$ cat config.mk
export PLATFORM = sky130hd
export DESIGN_NAME = nes_joypad
export DESIGN_NICKNAME = d
export VERILOG_FILES = /design/src/rtl/nes_pkg.sv /design/src/rtl/nes_key_decode.sv /design/src/rtl/nes_joypad.sv
export SDC_FILE = /design/constraint.sdc
export NUM_CORES = 1
export LEC_CHECK = 0
export BUFFER_PORTS_ARGS = -buffer_cell sky130_fd_sc_hd__buf_2
export CAP_MARGIN = 20
export CELL_PAD_IN_SITES_DETAIL_PLACEMENT = 1
export CELL_PAD_IN_SITES_GLOBAL_PLACEMENT = 1
export CORE_ASPECT_RATIO = 0.5
export CORE_MARGIN = 5
export CORE_UTILIZATION = 29
export CTS_CLUSTER_DIAMETER = 40
export CTS_CLUSTER_SIZE = 25
export DETAILED_ROUTE_END_ITERATION = 16
export HOLD_SLACK_MARGIN = 0.12
export PLACE_DENSITY_LB_ADDON = 0.1
export SLEW_MARGIN = 20
export SYNTH_ARGS = -nofsm -noshare
export SYNTH_HDL_FRONTEND = slang
export SYNTH_HIERARCHICAL = 1
export SYNTH_SLANG_ARGS = --single-unit
$ cat constraint.sdc
create_clock -name clk_clk -period 1.4 [get_ports clk_clk]
set_input_delay 0.28 -clock clk_clk [delete_from_list [all_inputs] [get_ports clk_clk]]
set_output_delay 0.28 -clock clk_clk [all_outputs]
set_load 0.05 [all_outputs]
$ cat src/rtl/nes_pkg.sv
// Shared constants for the NES joypad bridge: button bit positions, open-bus
// value and the default HID keycode for each button.
package nes_pkg;

  localparam int unsigned BTN_A      = 0;
  localparam int unsigned BTN_B      = 1;
  localparam int unsigned BTN_SELECT = 2;
  localparam int unsigned BTN_START  = 3;
  localparam int unsigned BTN_UP     = 4;
  localparam int unsigned BTN_DOWN   = 5;
  localparam int unsigned BTN_LEFT   = 6;
  localparam int unsigned BTN_RIGHT  = 7;

  localparam logic [7:0] OPEN_BUS = 8'h40;

  localparam logic [7:0] DEF_KEY_A      = 8'h0E;
  localparam logic [7:0] DEF_KEY_B      = 8'h0D;
  localparam logic [7:0] DEF_KEY_SELECT = 8'h0A;
  localparam logic [7:0] DEF_KEY_START  = 8'h0B;
  localparam logic [7:0] DEF_KEY_UP     = 8'h1A;
  localparam logic [7:0] DEF_KEY_DOWN   = 8'h16;
  localparam logic [7:0] DEF_KEY_LEFT   = 8'h04;
  localparam logic [7:0] DEF_KEY_RIGHT  = 8'h07;

  // A zero key never matches, so empty keycode slots cannot press anything.
  function automatic logic key_hit(input logic [31:0] keycode, input logic [7:0] key);
    return (key != 8'h00) &&
           ((keycode[7:0] == key) || (keycode[15:8] == key) ||
            (keycode[23:16] == key) || (keycode[31:24] == key));
  endfunction

endpackage

$ cat src/rtl/nes_key_decode.sv
// Combinational keycode-to-button mapping with opposing-direction cancellation.
module nes_key_decode
  import nes_pkg::*;
#(
  parameter logic [7:0] KEY_A      = DEF_KEY_A,
  parameter logic [7:0] KEY_B      = DEF_KEY_B,
  parameter logic [7:0] KEY_SELECT = DEF_KEY_SELECT,
  parameter logic [7:0] KEY_START  = DEF_KEY_START,
  parameter logic [7:0] KEY_UP     = DEF_KEY_UP,
  parameter logic [7:0] KEY_DOWN   = DEF_KEY_DOWN,
  parameter logic [7:0] KEY_LEFT   = DEF_KEY_LEFT,
  parameter logic [7:0] KEY_RIGHT  = DEF_KEY_RIGHT
) (
  input  logic [31:0] keycode,
  output logic [7:0]  buttons
);

  logic up, down, left, right;

  always_comb begin
    up    = key_hit(keycode, KEY_UP);
    down  = key_hit(keycode, KEY_DOWN);
    left  = key_hit(keycode, KEY_LEFT);
    right = key_hit(keycode, KEY_RIGHT);

    buttons             = '0;
    buttons[BTN_A]      = key_hit(keycode, KEY_A);
    buttons[BTN_B]      = key_hit(keycode, KEY_B);
    buttons[BTN_SELECT] = key_hit(keycode, KEY_SELECT);
    buttons[BTN_START]  = key_hit(keycode, KEY_START);
    // Opposing directions held together cancel out, as on a real pad.
    buttons[BTN_UP]     = up & ~down;
    buttons[BTN_DOWN]   = down & ~up;
    buttons[BTN_LEFT]   = left & ~right;
    buttons[BTN_RIGHT]  = right & ~left;
  end

endmodule

$ cat src/rtl/nes_joypad.sv
// NES controller port emulation: registers decoded keyboard buttons and serves
// them through the $4016 strobe / serial-read protocol.
module nes_joypad
  import nes_pkg::*;
#(
  parameter logic [7:0] KEY_A      = DEF_KEY_A,
  parameter logic [7:0] KEY_B      = DEF_KEY_B,
  parameter logic [7:0] KEY_SELECT = DEF_KEY_SELECT,
  parameter logic [7:0] KEY_START  = DEF_KEY_START,
  parameter logic [7:0] KEY_UP     = DEF_KEY_UP,
  parameter logic [7:0] KEY_DOWN   = DEF_KEY_DOWN,
  parameter logic [7:0] KEY_LEFT   = DEF_KEY_LEFT,
  parameter logic [7:0] KEY_RIGHT  = DEF_KEY_RIGHT
) (
  input  logic        clk_clk,
  input  logic        reset_reset_n,
  input  logic [31:0] keycode_export,
  input  logic        wr_en,
  input  logic [7:0]  wr_data,
  input  logic        rd_en,
  input  logic        rd_addr,
  output logic [7:0]  rd_data,
  output logic        rd_valid,
  output logic [7:0]  buttons
);

  logic [7:0] btn_comb;
  logic [7:0] buttons_q;
  logic       strobe_q, strobe_d;
  logic [7:0] shift_q, shift_d;
  logic [3:0] rd_cnt_q, rd_cnt_d;
  logic [7:0] rd_data_q, rd_data_d;
  logic       rd_valid_q;
  logic       port1_rd, serial_bit;
  logic       unused_wr_data;

  assign unused_wr_data = ^wr_data[7:1];

  nes_key_decode #(
    .KEY_A      (KEY_A),
    .KEY_B      (KEY_B),
    .KEY_SELECT (KEY_SELECT),
    .KEY_START  (KEY_START),
    .KEY_UP     (KEY_UP),
    .KEY_DOWN   (KEY_DOWN),
    .KEY_LEFT   (KEY_LEFT),
    .KEY_RIGHT  (KEY_RIGHT)
  ) u_decode (
    .keycode (keycode_export),
    .buttons (btn_comb)
  );

  always_comb begin
    port1_rd   = rd_en && !rd_addr;
    serial_bit = strobe_q ? buttons_q[BTN_A] : shift_q[0];

    strobe_d = wr_en ? wr_data[0] : strobe_q;

    // Reads see pre-write state; a reload beats a shift in the same cycle.
    shift_d = shift_q;
    if ((wr_en && wr_data[0]) || strobe_q) begin
      shift_d = buttons_q;
    end else if (port1_rd) begin
      shift_d = {1'b1, shift_q[7:1]};
    end

    rd_cnt_d = rd_cnt_q;
    if (wr_en) begin
      rd_cnt_d = 4'd0;
    end else if (port1_rd && !strobe_q && (rd_cnt_q < 4'd8)) begin
      rd_cnt_d = rd_cnt_q + 4'd1;
    end

    rd_data_d = rd_data_q;
    if (rd_en) begin
      rd_data_d = rd_addr ? OPEN_BUS : (OPEN_BUS | {7'b0, serial_bit});
    end
  end

  always_ff @(posedge clk_clk) begin
    if (!reset_reset_n) begin
      buttons_q  <= '0;
      strobe_q   <= 1'b0;
      shift_q    <= '0;
      rd_cnt_q   <= '0;
      rd_data_q  <= '0;
      rd_valid_q <= 1'b0;
    end else begin
      buttons_q  <= btn_comb;
      strobe_q   <= strobe_d;
      shift_q    <= shift_d;
      rd_cnt_q   <= rd_cnt_d;
      rd_data_q  <= rd_data_d;
      rd_valid_q <= rd_en;
    end
  end

  assign rd_data  = rd_data_q;
  assign rd_valid = rd_valid_q;
  assign buttons  = buttons_q;

  a_cnt_sat: assert property (@(posedge clk_clk) rd_cnt_q <= 4'd8);

endmodule

==> flow_summary.ini, run 1 <==
[critical_path]
ff2ff_path_depth = 3
critical_path_class = in -> reg
reg2reg_to = shift_q[7]$_SDFFE_PN0P_
startpoint = keycode_export[12]
required_ns = 1.60
endpoint_kind = flip-flop
cp-start-kind = input port
cp.arrival_ns = 1.54
reg2reg_from = strobe_q$_SDFFE_PN0P_
r2r_setup_slack_ns = 0.28
crit_fanout = 2
crit_end = buttons[6]$_SDFF_PN0_

[die]
die_x_um = 105
io_pins = 62
placementRows = 17
core_um2 = 4360
fp.dieH_um = 57.3
initial_core_util = 0.297
dieArea_um2 = 5990

[drt]
antenna_left = 0
drc = 0
viasPerCell = 4.84
drt-pass1-iter-count = 4
wl_mm = 3.99
vias = 1442
wl_per_cell_um = 13.4
initialDrtViolationCount = 49

[cts]
cts_num_sinks = 20
clkTransAtPathRegs_ns = 0.07
clockBufferDepth = 2
worstSkewPairLatency_ns = 0.25
cts_made_buffers = 3
htreeDepth = 1
root_buffer = clkbuf_8
cts_tree = built
postCtsSetupRepairBufs = 0

[global_routing]
use_met1 = 0.173
grt_max_degree = 18
grt_overflow = 0
grt_pass1_wl_mm = 6.78
grt_pass1_vias = 1520
grt_usage = 0.135
antenna_found_initial = 0
use_met3 = 0.0215
met2_usage = 0.241
busiest_layer = met2

[layout]
drive_gt1_frac = 0.402
diodes = 0
area_growth_pct = 43.8
fin_nets = 287

[pwr]
leakage_nw = 0.846
power_density_nw_per_um2 = 736
irDropWorstVdd_uv = 300

[timing]
rsz0062_at_grt = yes
finalCritPeriodShare = 0.957
setup_viol = 0
finalHoldViolCount = 0
finalClockSkew_ns = 0.00317
drv_slew = 0
setup_tns_ns = 0
finalWorstSetupSlack_ns = 0.0607
max_freq_mhz = 747
whs_ns = 0.285
fin_crit_ns = 1.34

[yosys]
synth-seq-area-share = 0.309
synth.distinct_cells = 40
syn_area_per_cell_um2 = 7.90
ys_ff_latch = 20
synthCells = 164
ys_warn_count = 6
syn_area_um2 = 1300

[run_status]
status = finished, final reports clean

[job]
drv_cap = 0

[placed_design]
pre_cts_slack_ns = -0.326
numPortBuffers = 48
place_hpwl_mm = 3.37
place_congestion = 0.791

[worst_hold_path]
hold_path_class = in -> reg
==> power breakdown <==
group          leakage [nW]  switching, mW  internal [mW]
sequential            0.164         0.0144          0.595
clock                0.0288          0.182          0.250
combinational         0.654          0.195          0.137
total                 0.846          0.391          0.981
==> cell type report <==
class,count,area (um2)
Sequential cell,20,400
Multi-Input combinational cell,138,862
Timing Repair Buffer,77,468
Inverter,2,7.51
Tap cell,57,71.3
Fill cell,562,2500
Clock buffer,4,55.1
==> critical path, stage by stage <==
cell and delay [ns]:
buf_6 0.09, buf_6 0.10, nor4_4 0.24, nand2_2 0.09, or3_4 0.34, o211ai_2 0.13, and3b_1 0.16, and2_1 0.11
==> cells in the mapped netlist, drive strengths merged <==
cell / n / area, um2
nand2: 25 / 96.4
dfxtp: 20 / 400
nand4: 13 / 81.3
nor2: 12 / 45.0
nand3: 11 / 55.1
nor2b: 11 / 68.8
and2: 10 / 62.6
a31oi: 9 / 56.3
buf: 9 / 68.8
o21ai: 9 / 52.6
a21oi: 4 / 31.3
nor4: 4 / 52.6
nor4b: 4 / 35.0
a211oi: 2 / 20.0
and2b: 2 / 16.3
and3b: 2 / 17.5
inv: 2 / 7.51
nand4b: 2 / 17.5
a32oi: 1 / 8.76
a41oi: 1 / 8.76
and3: 1 / 6.26
and4b: 1 / 10.0
conb: 1 / 3.75
mux2: 1 / 11.3
mux2i: 1 / 10.0
nand2b: 1 / 6.26
nor3: 1 / 5.00
nor3b: 1 / 7.51
o211a: 1 / 10.0
o211ai: 1 / 12.5
or3: 1 / 11.3
==> cells by family after synthesis <==
logic type,count (synthesis),synth area share
and+or+nand+nor,102,0.459
AOI/OAI and AO/OA,28,0.154
DFF,20,0.309
buffers and inverters,11,0.0589
muxes,2,0.0164
other,1,0.00289
==> worst min-delay path by stage <==
| stage | startpoint | endpoint | slack, ns | cells past startpoint |
|---|---|---|---|---|
| after global routing | rd_en | rd_valid$_SDFF_PN0_ | 0.31 | 2 |
| after floorplan | reset_reset_n | shift_q[4]$_SDFFE_PN0P_ | 0.39 | 2 |
| after global placement | rd_data[6]$_SDFFE_PN0P_ | rd_data[6]$_SDFFE_PN0P_ | 0.45 | 2 |
| after CTS | rd_en | rd_valid$_SDFF_PN0_ | 0.28 | 2 |
| after detailed placement | shift_q[4]$_SDFFE_PN0P_ | shift_q[3]$_SDFFE_PN0P_ | 0.47 | 2 |
| final | rd_en | rd_valid$_SDFF_PN0_ | 0.29 | 2 |
==> flip-flops by register name (all words and copies together) (netlist names) <==
signal    count
buttons       8
rd_data       2
rd_valid      1
shift_q       8
strobe_q      1
==> cells in the final DEF, fill, tap and decap left out, types with 3 or more instances in the layout <==
cell	instances
buf_2	47
nand4_1	13
nand2_1	24
buf_4	28
clkbuf_8	4
conb_1	6
dfxtp_1	20
a21oi_1	3
nor2_1	12
nand3_1	11
and2_1	10
a31oi_1	9
nor4b_2	3
nor2b_1	11
o21ai_0	7
==> what timing repair did <==
item,in CTS,in global routing
hold buffers,0,0
resized for setup,1,5
pin swaps,0,3
setup endpoints to repair,1,4
==> stage by stage <==
| step | area (um2) | power (mW) | std cells | utilization |
|---|---|---|---|---|
| after CTS | 1840 | 1.39 | 298 | 0.421 |
| final | 1860 | 1.37 | 298 | 0.428 |
| after global routing | 1860 | 1.46 | 298 | 0.428 |
| after floorplan | 1320 | 0.795 | 169 | - |
| after global placement | 1780 | 0.937 | 294 | 0.407 |
| after detailed placement | 1780 | 0.948 | 294 | 0.407 |
==> per-layer routing <==
metal  vias to the layer above  routed length (um)
met1                       660                1890
met4                         0                  15
met2                        40                1850
li1                        740                   -
met3                         2                 237
met5                         -                   0
No activity file was read; power rests on OpenSTA's default activity.
==> inputs of run 2 (changes only) <==
- CORE_UTILIZATION: 29 -> 30
- SYNTH_HIERARCHICAL: 1 -> unset
==> run 2 against run 1 <==
Compared with the run above:
- the run now ends with setup timing left
- clock skew increased by 0.0050 ns
- clock power rose by 35%
- via count rose by 3.8%
- cell area grew 7.2%
- non-clock buffer count increased by 1
- flip-flop and latch count did not move
- core utilization increased by 2.9 points
- global-route usage is 0.71 points higher
- sequential share of layout area is 1.5 points lower
- wire length up 11%
- critical path type unchanged
- critical endpoint is now buttons[7]$_SDFF_PN0_
- largest power group unchanged
- highest routed layer unchanged
==> flow_summary.ini, run 2 <==
[layout]
fillers = 546
fin_nets = 281
design_area_um2 = 2000
area_growth_pct = 48.1
layout_commonest_cell = buf_2
final_cell_mix = 45 x buf_2, 30 x buf_4, 20 x dfxtp_1
drive_gt1_frac = 0.421
diodes = 0
fin_util = 0.456
final_cell_count_no_fill = 292

[run_status]
violations = setup timing
status = finished with violations

[job]
drv_cap = 0

[critical_path]
crit_fanout = 3
max_stage_delay_ns = 0.57
cpMaxStageDelayCell = or4_4
cp.buffers_inverters = 1
critical_path_class = in -> reg
cp-start-kind = input port
cp.arrival_ns = 1.59
crit_family = compound AO/OA/AOI/OAI gates
crit_chain = buf_6 -> or4_4 -> o32ai_4 -> o31ai_1 -> a211oi_2
required_ns = 1.58
endpoint_kind = flip-flop

[pwr]
clkPwrFrac = 0.372
seqPwrFrac = 0.387
power_mw = 1.57
power_frac_comb = 0.241
leakage_nw = 0.847
net-switching-power_uw = 429
irDropWorstVdd_uv = 468
p_int_mw = 1.14
sw_frac_of_total = 0.273
power_density_nw_per_um2 = 784

[cts]
cts_tree = built
clkTransAtPathRegs_ns = 0.08
cts_num_sinks = 20
clockBufferDepth = 2
htreeDepth = 1
worstSkewPairLatency_ns = 0.26
root_buffer = clkbuf_8
cts_made_buffers = 3

[yosys]
synth_edf_count = 0
synthCells = 159
ys_ff_latch = 20
synth_area_leader_cell = dfxtp_1
syn_area_per_cell_um2 = 8.49
synth-seq-area-share = 0.297
ys_warn_count = 0
synth.distinct_cells = 43
syn_area_um2 = 1350
async_flop_share = 0
ys.flop_type = dfxtp_1
synth_top_area_frac = 0.297
synthMostInstantiatedCell = dfxtp_1
netlist_top_cells_count = 20 x dfxtp_1, 15 x nor2_1, 11 x nand4_1
synthTopCellsByArea = dfxtp_1 30%, mux2i_1 5.9%, nand4_1 5.1%, nor2b_1 4.6%, a211oi_1 4.4%

[die]
die_x_um = 105
core_um2 = 4380
dieArea_um2 = 6020
placementRows = 17
io_pins = 62
fp.dieH_um = 57.4
initial_core_util = 0.308

[timing]
drv_slew = 0
fin_crit_ns = 1.41
finalCritPeriodShare = 1.01
max_freq_mhz = 709
rsz0062_at_grt = yes
finalHoldViolCount = 0
setup_viol = 1
setup_tns_ns = -0.0103
finalClockSkew_ns = 0.00819
finalWorstSetupSlack_ns = -0.0103
whs_ns = 0.267

[global_routing]
grt_usage = 0.142
grt_max_degree = 17
grt_pass1_vias = 1536
antenna_found_initial = 0
grt_overflow = 0
grt_pass1_wl_mm = 6.98

[drt]
drt-pass1-iter-count = 4
wl_mm = 4.43
vias = 1497
drc = 0
antenna_left = 0
viasPerCell = 5.13
wl_per_cell_um = 15.2
initialDrtViolationCount = 21

[placed_design]
place_hpwl_mm = 3.72
pre_cts_slack_ns = -0.310
place_congestion = 0.743
numPortBuffers = 48
place_inst = 288
dpl_cell_area_um2 = 1850

[worst_hold_path]
hold_path_class = in -> reg
==> run 2: cell count changes in the layout (fill, tap and decap cells not counted), moves of 7 or more <==
cell and change:
a31oi_1 -9, and2_1 -8, a211oi_1 +8, nand3_1 -8, nand2_1 -17, mux2i_1 +7
==> run 2: power groups by stage <==
stage / clock network [mW] / registers, mW / logic [mW]
global placement: 0 / 0.620 / 0.351
finish: 0.584 / 0.607 / 0.377
global route: 0.620 / 0.611 / 0.410
detailed placement: 0 / 0.620 / 0.361
floorplan: 0 / 0.638 / 0.177
CTS: 0.593 / 0.607 / 0.368
==> run 2: path summary, 6_finish.rpt <==
| path | from | to | slack, ns | cells after the start |
|---|---|---|---|---|
| hold reg to reg | rd_data[6]$_SDFFE_PN0P_ | rd_data[6]$_SDFFE_PN0P_ | 0.48 | 2 |
| hold / removal | wr_data[0] | strobe_q$_SDFFE_PN0P_ | 0.27 | 3 |
| setup reg to reg | strobe_q$_SDFFE_PN0P_ | shift_q[0]$_SDFFE_PN0P_ | 0.35 | 4 |
| setup / recovery | keycode_export[12] | buttons[7]$_SDFF_PN0_ | -0.01 | 5 |
==> run 2: cells by family (layout without fill, tap and decap cells) <==
| group | after synthesis | in the layout | synth area share |
|---|---|---|---|
| AOI/OAI and AO/OA | 26 | 26 | 0.163 |
| buffers and inverters | 15 | 86 | 0.0602 |
| DFF | 20 | 20 | 0.297 |
| muxes | 9 | 9 | 0.0677 |
| other | 1 | 6 | 0.00278 |
| and+or+nand+nor | 88 | 88 | 0.410 |
==> run 2: layout make-up <==
type	count	area, um2	share of cell area
clock inverters	1	30.0	0.0150
inverters	4	15.0	0.00751
flip-flops and latches	20	400	0.200
multi-input cells	129	957	0.479
clock buffers	3	41.3	0.0207
well taps	57	71.3	0.0357
repair buffers	78	484	0.242
==> run 2: repair_timing <==
action / 4_1_cts / 5_1_grt
pin swaps: 0 / 1
hold buffers: 0 / 0
setup buffers: 0 / 0
resized for setup: 3 / 8
endpoints found under the setup margin: 3 / 5
==> run 2: worst min-delay path, stage by stage <==
cell,delay (ns)
buf_2,0.09
mux2i_1,0.06
nor2_1,0.07
==> run 2: per-layer routing <==
layer  GRT usage  part of all wire  up-vias
li1            -                 -      754
met1       0.185              0.47      709
met2       0.242              0.48       32
met3      0.0316             0.042        2
met4      0.0310            0.0056        0
met5           0                 0        -
==> inputs of run 3 (changes only) <==
- ABC_AREA: unset -> 1
- CORE_UTILIZATION: 30 -> 27
==> run 3 against run 2 <==
Compared with the run above:
- the flow now finishes without violations
- setup slack better by 0.24 ns
- flip-flop and latch count did not move
- cell area down 11%
- clock power is 3.6% lower
- cell count grew 26%
- count of clock-buffer cells in the layout unchanged
- synthesized cell count is 57% higher
- first-iteration DRC count grew 48%
- global-route usage decreased by 2.0 points
- sequential share of layout area up 2.5 points
- critical path type is now reg -> out
==> flow_summary.ini, run 3 <==
[cts]
worstSkewPairLatency_ns = 0.25
root_buffer = clkbuf_8
cts_resized = 0
htreeDepth = 1
cts_num_sinks = 20
cts_tree = built
clkTransAtPathRegs_ns = 0.07
clockBufferDepth = 2
hold_buffers = 0
postCtsSetupRepairBufs = 0
cts_made_buffers = 3

[critical_path]
cp.buffers_inverters = 1
crit_end = buttons[1]
ff2ff_path_depth = 5
cp-start-kind = flip-flop
cp_num_cells = 1
crit_fanout = 2
required_ns = 1.12
startpoint = buttons[1]$_SDFF_PN0_
endpoint_kind = output port
reg2reg_from = strobe_q$_SDFFE_PN0P_
cp.arrival_ns = 0.89
critical_path_class = reg -> out
max_stage_delay_ns = 0.36
crit_chain = buf_2
cpMaxStageDelayCell = dfxtp_1
crit_family = flip-flops
r2r_setup_slack_ns = 0.27
reg2reg_to = shift_q[6]$_SDFFE_PN0P_

[timing]
setup_tns_ns = 0
drv_slew = 0
finalClockSkew_ns = 0.00340
max_freq_mhz = 854
whs_ns = 0.241
setup_viol = 0
fin_crit_ns = 1.17
finalCritPeriodShare = 0.836
rsz0062_at_grt = no
finalHoldViolCount = 0

[yosys]
synth.distinct_cells = 25
syn_area_um2 = 1410
synthTopCellsByArea = dfxtp_1 28%, nor2_1 17%, nand2_1 15%, inv_1 9.6%, nand3_1 6.0%
synthMostInstantiatedCell = nor2_1
async_flop_share = 0
ys_ff_latch = 20
synth_area_leader_cell = dfxtp_1
netlist_top_cells_count = 64 x nor2_1, 57 x nand2_1, 36 x inv_1
synth-seq-area-share = 0.283
synthCells = 249
synth_top_area_frac = 0.283
ys.flop_type = dfxtp_1
syn_area_per_cell_um2 = 5.67
ys_warn_count = 0
synth_edf_count = 0

[drt]
wl_per_cell_um = 11.2
viasPerCell = 4.34
initialDrtViolationCount = 31
drt-pass1-iter-count = 4
wl_mm = 4.12
antenna_left = 0
drc = 0
vias = 1603

[pwr]
power_frac_comb = 0.212
clkPwrFrac = 0.379
seqPwrFrac = 0.408
irDropWorstVdd_uv = 394
power_mw = 1.48
leakage_nw = 0.935
net-switching-power_uw = 407
sw_frac_of_total = 0.274
power_density_nw_per_um2 = 834
p_int_mw = 1.08

[layout]
final_cell_count_no_fill = 369
area_growth_pct = 26.0
final_cell_mix = 64 x nor2_1, 57 x nand2_1, 48 x buf_2
layout_commonest_cell = nor2_1
drive_gt1_frac = 0.211
diodes = 0
fin_nets = 345
fin_util = 0.356

[global_routing]
grt_pass1_wl_mm = 6.89
grt_max_degree = 13
grt_overflow = 0
antenna_found_initial = 0
grt_pass1_vias = 1580
grt_usage = 0.122

[run_status]
status = finished, final reports clean

[die]
io_pins = 62
placementRows = 18
core_um2 = 5000
initial_core_util = 0.283
fp.dieH_um = 61.1
dieArea_um2 = 6870
die_x_um = 112

[placed_design]
place_congestion = 0.821
place_hpwl_mm = 3.55
numPortBuffers = 48
place_inst = 365

[worst_hold_path]
hold_path_class = in -> reg

[job]
drv_cap = 0
[run 3: cell count changes in the layout (fill, tap and decap cells not counted), moves of 5 or more]
cell,delta
mux2i_1,-8
inv_1,+32
nor2_1,+49
nand4_1,-7
a21oi_1,+6
buf_4,-28
nor2b_1,-10
a211oi_1,-7
nand3_1,+14
o21ai_0,+13
nor3_1,-5
nand2_1,+50
[run 3: worst min path at each step]
stage                     depth (start not counted)               startpoint                      end  slack [ns]
final                                             3                    rd_en      rd_valid$_SDFF_PN0_        0.24
after global routing                              3                    rd_en      rd_valid$_SDFF_PN0_        0.25
after CTS                                         3                    rd_en      rd_valid$_SDFF_PN0_        0.24
after detailed placement                          2  rd_data[6]$_SDFFE_PN0P_  rd_data[6]$_SDFFE_PN0P_        0.44
after global placement                            2  rd_data[6]$_SDFFE_PN0P_  rd_data[6]$_SDFFE_PN0P_        0.43
after floorplan                                   1                    wr_en    strobe_q$_SDFFE_PN0P_        0.38
[run 3: worst reg2reg max path, cell delays in order (launching register included)]
cell,delay (ns)
dfxtp_1,0.35
a21oi_4,0.24
nand2_1,0.13
inv_2,0.13
nand2_1,0.07
a21oi_1,0.14
[run 3: per-layer routing]
layer,track usage,wire (um),part of all wire
met1,0.162,2090,0.51
met2,0.209,1820,0.44
met3,0.0245,195,0.047
met4,0.0257,19,0.0046
met5,0,0,0
[run 3: per-stage QoR]
stage / area (um2) / setup slack [ns]
after detailed placement: 1710 / 0.131
after floorplan: 1430 / 0.305
after CTS: 1780 / 0.233
final: 1780 / 0.229
after global routing: 1780 / 0.130
after global placement: 1710 / 0.153
[run 3: power groups by stage]
stage	Sequential [mW]	Clock [mW]	Combinational (mW)
after floorplan	0.640	0	0.193
after global placement	0.619	0	0.308
after detailed placement	0.619	0	0.318
after CTS	0.606	0.578	0.319
after global routing	0.609	0.613	0.357
final	0.606	0.563	0.315
[run 3: kinds of logic after synthesis]
kind of cell | Yosys count | synth area share
and+or+nand+nor | 153 | 0.454
buffers and inverters | 48 | 0.150
AOI/OAI and AO/OA | 27 | 0.110
DFF | 20 | 0.283
other | 1 | 0.00265
[run 3: area by class of cell]
cell class,count,area (um2)
Clock inverter,1,30.0
Sequential cell,20,400
Multi-Input combinational cell,186,820
Fill cell,724,3220
Tap cell,70,87.6
Inverter,39,146
Clock buffer,3,41.3
Timing Repair Buffer,50,255
